`config.mk`:
```
export PLATFORM = sky130hd
export DESIGN_NAME = waffle_result_capture
export DESIGN_NICKNAME = d
export VERILOG_FILES = /design/src/rtl/waffle_result_capture.sv
export SDC_FILE = /design/constraint.sdc
export NUM_CORES = 1
export LEC_CHECK = 0
export ABC_AREA = 1
export CAP_MARGIN = 20
export CORE_MARGIN = 2
export CORE_UTILIZATION = 45
export DETAILED_ROUTE_END_ITERATION = 6
export PLACE_DENSITY = 0.69
export SYNTH_ARGS = -nofsm -noshare
export SYNTH_HDL_FRONTEND = slang
export SYNTH_SLANG_ARGS = --single-unit
```
`constraint.sdc`:
```
create_clock -name clk -period 2.01 [get_ports clk]
set_input_delay 0.402 -clock clk [delete_from_list [all_inputs] [get_ports clk]]
set_output_delay 0.402 -clock clk [all_outputs]
set_load 0.1 [all_outputs]
```
`src/rtl/waffle_result_capture.sv`:
```
// waffle_result_capture
// Sits after the waffle engine. It waits a fixed drain interval after the
// engine reports its last inputs, then captures the final maximum-subarray
// value and the elapsed cycle count. Both are offered on a valid/ready port,
// and done is held until the next run starts.
// Optional feature macro: WAFFLE_MONO_CHECK_EN adds a sticky error flag
// (mono_err) that is raised when the running maximum ever decreases.
module waffle_result_capture #(
    parameter int DATA_W       = 32,
    parameter int DRAIN_CYCLES = 4,
    parameter int CYC_W        = 32
) (
    input  logic              clk,
    input  logic              rst,
    input  logic              start,
    input  logic              last_inputs,
    input  logic [DATA_W-1:0] waffle_val,
    output logic              res_valid,
    input  logic              res_ready,
    output logic [DATA_W-1:0] res_data,
    output logic [CYC_W-1:0]  res_cycles,
    output logic              busy,
    output logic              done,
    output logic              mono_err
);

    typedef enum logic [2:0] {
        S_IDLE,
        S_RUN,
        S_DRAIN,
        S_PRESENT,
        S_DONE
    } state_t;

    state_t           state;
    state_t           state_nxt;
    logic [CYC_W-1:0] cyc_cnt;
    logic [CYC_W-1:0] cyc_inc;
    logic [7:0]       drain_cnt;
    logic             start_ok;
    logic             capture;

    // start only counts in IDLE and DONE; everywhere else it is ignored
    assign start_ok = start && ((state == S_IDLE) || (state == S_DONE));
    // the last DRAIN cycle is the one where the drain counter has reached zero
    assign capture  = (state == S_DRAIN) && (drain_cnt == 8'd0);
    // the cycle counter sticks at all-ones instead of wrapping
    assign cyc_inc  = (&cyc_cnt) ? cyc_cnt : cyc_cnt + CYC_W'(1);

    // state register
    always_ff @(posedge clk) begin
        if (rst) begin
            state <= S_IDLE;
        end else begin
            state <= state_nxt;
        end
    end

    // next-state decode
    always_comb begin
        state_nxt = state;
        case (state)
            S_IDLE:    if (start)               state_nxt = S_RUN;
            S_RUN:     if (last_inputs)         state_nxt = S_DRAIN;
            S_DRAIN:   if (drain_cnt == 8'd0)   state_nxt = S_PRESENT;
            S_PRESENT: if (res_ready)           state_nxt = S_DONE;
            S_DONE:    if (start)               state_nxt = S_RUN;
            default:                            state_nxt = S_IDLE;
        endcase
    end

    // counters, result capture and registered status outputs
    always_ff @(posedge clk) begin
        if (rst) begin
            cyc_cnt    <= '0;
            drain_cnt  <= '0;
            res_data   <= '0;
            res_cycles <= '0;
            res_valid  <= 1'b0;
            busy       <= 1'b0;
            done       <= 1'b0;
        end else begin
            if (start_ok) begin
                cyc_cnt <= '0;
            end else if ((state == S_RUN) || (state == S_DRAIN)) begin
                cyc_cnt <= cyc_inc;
            end

            if ((state == S_RUN) && last_inputs) begin
                drain_cnt <= 8'(DRAIN_CYCLES - 1);
            end else if ((state == S_DRAIN) && (drain_cnt != 8'd0)) begin
                drain_cnt <= drain_cnt - 8'd1;
            end

            if (capture) begin
                res_data   <= waffle_val;
                res_cycles <= cyc_inc;
            end

            res_valid <= (state_nxt == S_PRESENT);
            busy      <= (state_nxt == S_RUN) || (state_nxt == S_DRAIN);
            done      <= (state_nxt == S_DONE);
        end
    end

`ifdef WAFFLE_MONO_CHECK_EN
    logic [DATA_W-1:0] prev_val;
    logic              first_run;

    // track the previous running max and flag any decrease while the engine is active
    always_ff @(posedge clk) begin
        if (rst) begin
            prev_val  <= '0;
            first_run <= 1'b0;
            mono_err  <= 1'b0;
        end else begin
            prev_val <= waffle_val;
            if (start_ok) begin
                first_run <= 1'b1;
                mono_err  <= 1'b0;
            end else begin
                first_run <= 1'b0;
                if ((((state == S_RUN) && !first_run) || (state == S_DRAIN)) &&
                    ($signed(waffle_val) < $signed(prev_val))) begin
                    mono_err <= 1'b1;
                end
            end
        end
    end
`else
    assign mono_err = 1'b0;
`endif

endmodule

```
==> results.toml, run 1 <==
[sta]
fin_setup_tns_ns = 0
fin_skew_ns = 0.00980
slew_headroom_pct = 45.6
period_share_pct = 92.6
max_freq_mhz = 537
tightest_slew_ns = 0.816
finalSetupViolCount = 0
rsz0062_at_grt = "false"
maxSlewViolCount = 0
finalHoldViolCount = 0
layout_min_cycle_time_ns = 1.86

[pwr]
pwr-share-comb_pct = 29.1
max-vdd-ir-drop_mv = 0.659
p_sw_share_pct = 38.0
powerDensity_mw_per_mm2 = 933
fin_total_pwr_uw = 6150
p_leak_uw = 0.00318
p_switching_uw = 2340
p_int_uw = 3820
clockPowerShare_pct = 29.7
pwr-share-seq_pct = 41.2

[placement]
place.gp.congestion = 0.967
io_buffers = 103
dpl.cell_count = 1037
dp_hpwl_microns = 9910

[routing]
first_pass_iters = 5
ant_nets = 0
vias = 5230
wl_per_cell_microns = 12.9
via_per_inst = 4.97
drt-total-wl_microns = 13600
drc_errors = 0
drtIter0Drc = 308

[die]
io_pins = 105
std_cell_rows = 39
start_util_pct = 46.3
dieArea_sq_mm = 0.0126
die-width_microns = 112
die_h_microns = 112
core_area_sq_mm = 0.0114

[cells_and_area]
layout.nets = 945
area_growth_pct = 24.7
final_cells = 1053
multi_input_area_sq_mm = 0.00253
drive_gt1_share_pct = 13.0
final_common_cell = "nor2_1"
diodes = 0
fillers = 1084
final_cell_mix = "nor2_1 (209), nand2_1 (141), dfxtp_1 (109), inv_1 (97), o21ai_0 (88)"
regArea_sq_mm = 0.00220

[synth]
syn_area_per_cell_sq_um = 6.52
synth-seq-cells = 110
yosys_warnings = 0
netlist_area_sq_mm = 0.00529
ys_seq_area_share_pct = 41.7
syn_nets = 850
synthCells = 810
ys_types = 28

[clock_tree]
clk_pin_slew_ns = 0.07
max-clock-path-buffers = 2
clk_root_buffer_cell = "clkbuf_16"
cts_tree = "done"
clkSinkCount = 110
clk_latency_ns = 0.36
post-cts-setup-buffers = 0
cts_buffers = 9
htree_levels = 3

[global_routing]
grt_max_degree = 46
grt_pass1_vias = 4891
grt_pass1_wl_microns = 22800
antenna_found_initial = 0
grt_usage_pct = 22.0
overflow = 0

[worst_setup_path]
crit_type = "flop to flop"
cp.arrival_ns = 2.12
cp_max_fo = 33
worst_setup_path_start_kind = "flop"
end_kind = "flop"
required_ns = 2.26

[min_path]
holdCritPathClass = "flop to flop"

[job]
drv_cap = 0

[outcome]
status = "finished clean"
==> synthesized netlist by cell type (all sizes together) <==
| cell | n | area, sq um |
|---|---|---|
| xnor2 | 1 | 8.76 |
| xor2 | 6 | 52.6 |
| buf | 13 | 87.6 |
| or2 | 4 | 25.0 |
| nor2 | 214 | 840 |
| a31oi | 1 | 6.26 |
| o21bai | 12 | 90.1 |
| nor3 | 3 | 20.0 |
| nand4 | 18 | 113 |
| conb | 1 | 3.75 |
| ha | 3 | 37.5 |
| clkbuf | 21 | 78.8 |
| a21oi | 10 | 50.1 |
| inv | 103 | 387 |
| nand2 | 144 | 553 |
| nand3 | 48 | 240 |
| o21ai | 98 | 490 |
| dfxtp | 110 | 2200 |
==> cell type report <==
class	count	share of cell area, %
multi-input cells	563	38.4
flip-flops and latches	110	33.4
repair buffers	118	15.0
inverters	103	5.87
clock buffers	9	3.42
well taps	143	2.72
clock inverters	7	1.18
==> worst max-delay path: stages, from the launching register on <==
cell and delay, ns:
dfxtp_1 0.40, ha_1 0.21, inv_2 0.06, nor2_4 0.16
nand2_4 0.10, nor2_8 0.16, nand2_2 0.08, buf_4 0.24
nand2_1 0.09, nand2_1 0.07, o21bai_1 0.14, inv_1 0.05
==> kinds of logic (layout without fill, tap and decap cells) <==
kind of cell,Yosys count,count (layout),share of synthesized area [%]
xor gates and xnor gates,7,7,1.16
buffers and inverters,137,237,10.5
AOI/OAI and AO/OA,121,121,12.1
DFF,110,110,41.7
adders and majority gates,3,3,0.710
other,1,1,0.0710
and+or+nand+nor,431,431,33.9
==> routing by layer <==
layer / GRT usage (%) / share of wire [%] / up-vias
li1: - / - / 2715
met3: 4.32 / 5.0 / 20
met5: 0 / 0 / -
met4: 9.27 / 2.1 / 0
met1: 29.1 / 48 / 2369
met2: 35.4 / 45 / 126
==> stage by stage <==
step           worst slack, ns  utilization [%]  area [sq um]  hold slack (ns)
6_report                 0.148             57.7          6590            0.487
5_1_grt                 0.0149             57.7          6590            0.509
4_1_cts                  0.119             57.7          6590            0.486
3_5_place_dp             0.121             55.1          6290            0.475
3_3_place_gp             0.196             55.1          6290            0.459
2_1_floorplan            0.345                -          5290            0.450
==> worst paths after layout <==
check / startpoint / end / slack [ns] / cells past startpoint
worst max register to register: cyc_cnt[1] / cyc_cnt[1] / 0.15 / 11
worst min-delay path: drain_cnt[5] / drain_cnt[5] / 0.49 / 2
worst max-delay path: cyc_cnt[1] / cyc_cnt[1] / 0.15 / 11
worst min register to register: drain_cnt[5] / drain_cnt[5] / 0.49 / 2
==> power by group through the flow <==
stage          clock (uW)  sequential, uW  combinational, uW
2_1_floorplan           0            3330                595
4_1_cts              1890            2530               1800
5_1_grt              1960            2560               1920
6_report             1830            2530               1790
3_3_place_gp            0            2570               1770
3_5_place_dp            0            2580               1790
==> sequential cells by signal, summed over array words and instances (netlist names) <==
signal,flops
res_cycles,32
drain_cnt,8
done,1
res_valid,1
busy,1
cyc_cnt,32
state,3
res_data,32
==> repair_timing <==
action	CTS	global route
hold buffers	0	0
hold endpoints to repair	0	0
setup endpoints to repair	0	1
gates resized for setup	0	1
(Power assumes the default switching activity.)
==> run 2: changes to the inputs <==
==> constraint.sdc (replaced) <==
create_clock -name clk -period 2 [get_ports clk]
set_input_delay 0.4 -clock clk [delete_from_list [all_inputs] [get_ports clk]]
set_output_delay 0.4 -clock clk [all_outputs]
set_load 0.1 [all_outputs]
==> run 2 against run 1 <==
The run now ends with DRC left. Sequential power about the same. Highest routed layer unchanged. Worst setup slack improved by 0.061 ns. Combinational power about the same. Flip-flop and latch count unchanged. Fmax increased by 4.0%. Non-clock buffer count decreased by 1.
==> results.toml, run 2 (synthesis results as in run 1) <==
[global_routing]
grt_max_degree = 46
grt_pass1_vias = 5116
antenna_found_initial = 0
overflow = 0
grt_usage_pct = 22.8
grt_pass1_wl_microns = 23800

[worst_setup_path]
crit_path_start = "cyc_cnt[0]"
cp.arrival_ns = 2.04
end_kind = "flop"
required_ns = 2.25
worstRegToRegCells = 11
r2r-start = "cyc_cnt[0]"
worst_setup_path_start_kind = "flop"
cp_max_fo = 18
crit_type = "flop to flop"

[sta]
period_share_pct = 89.5
slew_headroom_pct = 44.0
maxSlewViolCount = 0
rsz0062_at_grt = "false"
fin_skew_ns = 0.00614
max_freq_mhz = 558
tightest_slew_ns = 0.839
fin_setup_tns_ns = 0
hold_ws_ns = 0.489
finalSetupViolCount = 0
finalHoldViolCount = 0
layout_min_cycle_time_ns = 1.79

[cells_and_area]
layout.nets = 944
top_regs = "cyc_cnt: 32 flops, res_cycles: 32 flops, res_data: 32 flops"
fillers = 1090
area_growth_pct = 25.3
diodes = 0
final_cell_mix = "nor2_1 (209), nand2_1 (141), dfxtp_1 (108), inv_1 (97), o21ai_0 (88)"
final_common_cell = "nor2_1"
drive_gt1_share_pct = 13.0
final_util_pct = 58.0

[routing]
ant_nets = 0
vias = 5265
wl_per_cell_microns = 13.2
drc_errors = 1
drt-total-wl_microns = 13900
via_per_inst = 5.00
first_pass_iters = 7
drtIter0Drc = 414

[placement]
dp_hpwl_microns = 10000
place.gp.congestion = 0.957
io_buffers = 103

[die]
io_pins = 105
core_area_sq_mm = 0.0114
die-width_microns = 112
die_h_microns = 112
dieArea_sq_mm = 0.0126
std_cell_rows = 39
start_util_pct = 46.3

[clock_tree]
post-cts-setup-buffers = 0
clkSinkCount = 110
max-clock-path-buffers = 2
cts_hold_buf = 0
clk_latency_ns = 0.36
cts_buffers = 9
clk_root_buffer_cell = "clkbuf_16"
htree_levels = 3
clk_pin_slew_ns = 0.07
cts_tree = "done"

[job]
drv_cap = 0

[outcome]
status = "finished, violations left"
violations = "DRC"

[pwr]
p_leak_uw = 0.00318
powerDensity_mw_per_mm2 = 953
max-vdd-ir-drop_mv = 0.662

[min_path]
hold-path-cell-count = 2
holdCritPathClass = "flop to flop"
min-delay-start = "drain_cnt[5]"
## run 2: cell count changes in the layout (fill, tap and decap cells not counted)
cell,before,now
dfxtp_2,1,2
dfxtp_1,109,108
bufinv_16,1,2
buf_4,81,79
buf_12,1,2
clkinvlp_4,0,2
clkinv_4,0,1
inv_6,3,1
clkinv_2,2,0
## run 2: worst max-delay path, cell delays in order (launching register included)
cell	delay, ns
dfxtp_2	0.39
ha_1	0.20
inv_2	0.06
nor2_4	0.16
nand2_4	0.10
nor2_8	0.17
nand2_2	0.07
buf_4	0.21
nand2_1	0.07
nand2_1	0.07
o21bai_1	0.14
inv_1	0.06
## run 2: per-stage QoR
| step | power (uW) | cell area (sq um) | instances | setup WS [ns] |
|---|---|---|---|---|
| 2_1_floorplan | 3950 | 5290 | 810 | 0.335 |
| 3_3_place_gp | 4370 | 6290 | 1036 | 0.213 |
| 3_5_place_dp | 4390 | 6290 | 1036 | 0.168 |
| 4_1_cts | 6360 | 6620 | 1052 | 0.134 |
| 5_1_grt | 6620 | 6620 | 1052 | 0.0130 |
| 6_report | 6310 | 6620 | 1052 | 0.209 |
## run 2: report_power, final
part | switching (uW) | internal, uW
Clock | 847 | 1110
Sequential | 165 | 2390
Combinational | 1340 | 461
## run 2: cell type report
| cell class | instances | area [sq um] | share of cell area, % |
|---|---|---|---|
| clock inverters | 7 | 104 | 1.57 |
| inverters | 103 | 387 | 5.84 |
| well taps | 143 | 179 | 2.70 |
| multi-input cells | 563 | 2530 | 38.2 |
| repair buffers | 117 | 993 | 15.0 |
| flip-flops and latches | 110 | 2200 | 33.3 |
| clock buffers | 9 | 225 | 3.40 |
## run 2: final timing paths
check / slack, ns / end
max: 0.21 / cyc_cnt[1]
min: 0.49 / drain_cnt[5]
max reg2reg: 0.21 / cyc_cnt[1]
min reg2reg: 0.49 / drain_cnt[5]
## run 2: repair_timing
action,CTS,global route
resized for setup,0,2
hold endpoints to repair,0,0
setup endpoints to repair,0,3
## run 2: per-layer routing
layer | share of wire, % | vias up | global-route usage (%)
met5 | 0 | - | 0
met1 | 46 | 2378 | 30.0
met2 | 46 | 145 | 37.0
li1 | - | 2724 | -
met3 | 5.6 | 18 | 4.59
met4 | 2.0 | 0 | 9.02
==> run 3: changes to the inputs <==
--- a/config.mk
+++ b/config.mk
@@ -10,6 +10,7 @@
 export CORE_MARGIN = 2
 export CORE_UTILIZATION = 45
 export DETAILED_ROUTE_END_ITERATION = 6
+export GPL_TIMING_DRIVEN = 0
 export PLACE_DENSITY = 0.69
 export SYNTH_ARGS = -nofsm -noshare
 export SYNTH_HDL_FRONTEND = slang
==> run 3 against run 2 <==
The run now ends clean. Utilization rose by 0.84 points. Count of clock-buffer cells in the layout rose by 2. Worst setup slack got worse by 0.18 ns. Critical path type is now flop to output pin. Sequential power barely moved. Flip-flop and latch count did not move. Final cell count rose by 1.9%. Clock power fell by 12%. Clock skew rose by 0.0032 ns. Cell area rose by 1.5%. Critical path depth fell by 10. Highest routed layer unchanged. Non-clock buffer count rose by 20. Power fell by 4.0%.
==> results.toml, run 3 (synthesis results as in run 1) <==
[cells_and_area]
fillers = 1141
final_cell_mix = "nor2_1 (208), nand2_1 (141), dfxtp_1 (108), inv_1 (97), o21ai_0 (88)"
layout.nets = 964
top_regs = "cyc_cnt: 32 flops, res_cycles: 32 flops, res_data: 32 flops"
final_common_cell = "nor2_1"
diodes = 0
final_area_sq_mm = 0.00672
area_growth_pct = 27.1
drive_gt1_share_pct = 6.03
final_util_pct = 58.8

[placement]
placed_area_sq_mm = 0.00649
place.gp.congestion = 0.939
dp_hpwl_microns = 11100
io_buffers = 103

[pwr]
p_leak_uw = 0.00332
p_switching_uw = 2360
p_sw_share_pct = 38.9
pwr-share-seq_pct = 42.0
clockPowerShare_pct = 28.5
max-vdd-ir-drop_mv = 0.684
p_int_uw = 3710
pwr-share-comb_pct = 29.5
powerDensity_mw_per_mm2 = 902

[sta]
period_share_pct = 98.4
finalSetupViolCount = 0
maxSlewViolCount = 0
rsz0062_at_grt = "false"
layout_min_cycle_time_ns = 1.97
slew_headroom_pct = 34.2
tightest_slew_ns = 0.991
finalHoldViolCount = 0
max_freq_mhz = 508
fin_skew_ns = 0.00937

[min_path]
holdCritPathClass = "flop to flop"

[worst_setup_path]
cp_max_fo = 2
end_kind = "output pin"
crit_chain = "dlygate4sd2_1"
cp.arrival_ns = 1.57
crit_family = "buffers and inverters"
critPathSlowestCell = "dlygate4sd2_1"
required_ns = 1.60
cp_num_buf_inv = 1
worst_setup_path_start_kind = "flop"
crit_type = "flop to output pin"
cpPeakStageDelay_ns = 0.87

[routing]
via_per_inst = 5.04
vias = 5405
ant_nets = 0
first_pass_iters = 6
wl_per_cell_microns = 13.8
drc_errors = 0
drt-total-wl_microns = 14800
drtIter0Drc = 378

[global_routing]
antenna_found_initial = 0
grt_max_degree = 19
grt_usage_pct = 24.0
overflow = 0
grt_pass1_vias = 5167
grt_pass1_wl_microns = 24500

[die]
core_area_sq_mm = 0.0114
start_util_pct = 46.3
die_h_microns = 112
dieArea_sq_mm = 0.0126
io_pins = 105
die-width_microns = 112
std_cell_rows = 39

[clock_tree]
htree_levels = 3
max-clock-path-buffers = 2
cts_tree = "done"
clk_root_buffer_cell = "clkbuf_16"
cts_buffers = 9
clkSinkCount = 110
post-cts-setup-buffers = 0
clk_latency_ns = 0.36
clk_pin_slew_ns = 0.08

[job]
drv_cap = 0

[outcome]
status = "finished clean"
-- run 3: cell types whose count changed in the layout (fill, tap and decap cells not counted), moves of 2 or more --
cell / previous run / this run
buf_2: 0 / 6
buf_4: 79 / 4
dlygate4sd2_1: 0 / 56
clkbuf_1: 0 / 20
bufinv_16: 2 / 0
clkbuf_2: 0 / 5
buf_6: 0 / 2
clkdlybuf4s15_1: 0 / 8
buf_12: 2 / 0
-- run 3: metrics by stage --
stage	setup WS (ns)	setup TNS [ns]	total power [uW]	hold slack, ns	cells
after detailed placement	-0.179	-2.43	4440	0.473	1056
final	0.0315	0	6060	0.482	1072
after floorplan	0.335	0	3950	0.450	810
after global routing	0.000206	0	6360	0.511	1072
after global placement	-0.155	-1.66	4410	0.459	1056
after CTS	0.000264	0	6100	0.485	1072
-- run 3: worst min-delay path, stage by stage, from the launching register on --
cell and delay [ns]:
dfxtp_1 0.32, nand2_1 0.06, a21oi_1 0.05
-- run 3: routing by layer --
layer  track usage [%]  wire [microns]  vias up
li1                  -               -     2762
met1              29.9            6560     2466
met2              40.5            7060      148
met3              5.18             843       29
met4              9.76             348        0
met5                 0               0        -
-- run 3: final timing paths --
kind                  startpoint              to  slack [ns]  cells after the start
setup / recovery  res_cycles[17]  res_cycles[17]        0.03                      1
hold / removal      drain_cnt[5]    drain_cnt[5]        0.48                      2
setup reg to reg    drain_cnt[0]  res_cycles[22]        0.13                     11
hold reg to reg     drain_cnt[5]    drain_cnt[5]        0.48                      2
-- run 3: power groups by stage --
stage	Combinational, uW	Sequential (uW)	Clock (uW)
3_3_place_gp	1830	2580	0
5_1_grt	1930	2570	1860
2_1_floorplan	598	3350	0
6_report	1790	2550	1730
4_1_cts	1790	2540	1770
3_5_place_dp	1850	2590	0
-- run 3: cell type report --
type / instances / area, sq um / area share (%)
multi-input combinational: 563 / 2540 / 37.9
sequential: 110 / 2210 / 32.8
timing repair buffer: 103 / 946 / 14.1
inverter: 103 / 387 / 5.75
clock buffer: 11 / 243 / 3.61
tap: 143 / 179 / 2.66
buffer: 34 / 171 / 2.55
clock inverter: 5 / 41.3 / 0.615
-- run 3: what timing repair did --
item                                    CTS  global route
endpoints found under the setup margin  113            35
gates resized for setup                  71            20
hold buffers                              0             0
pin swaps                                 0             0
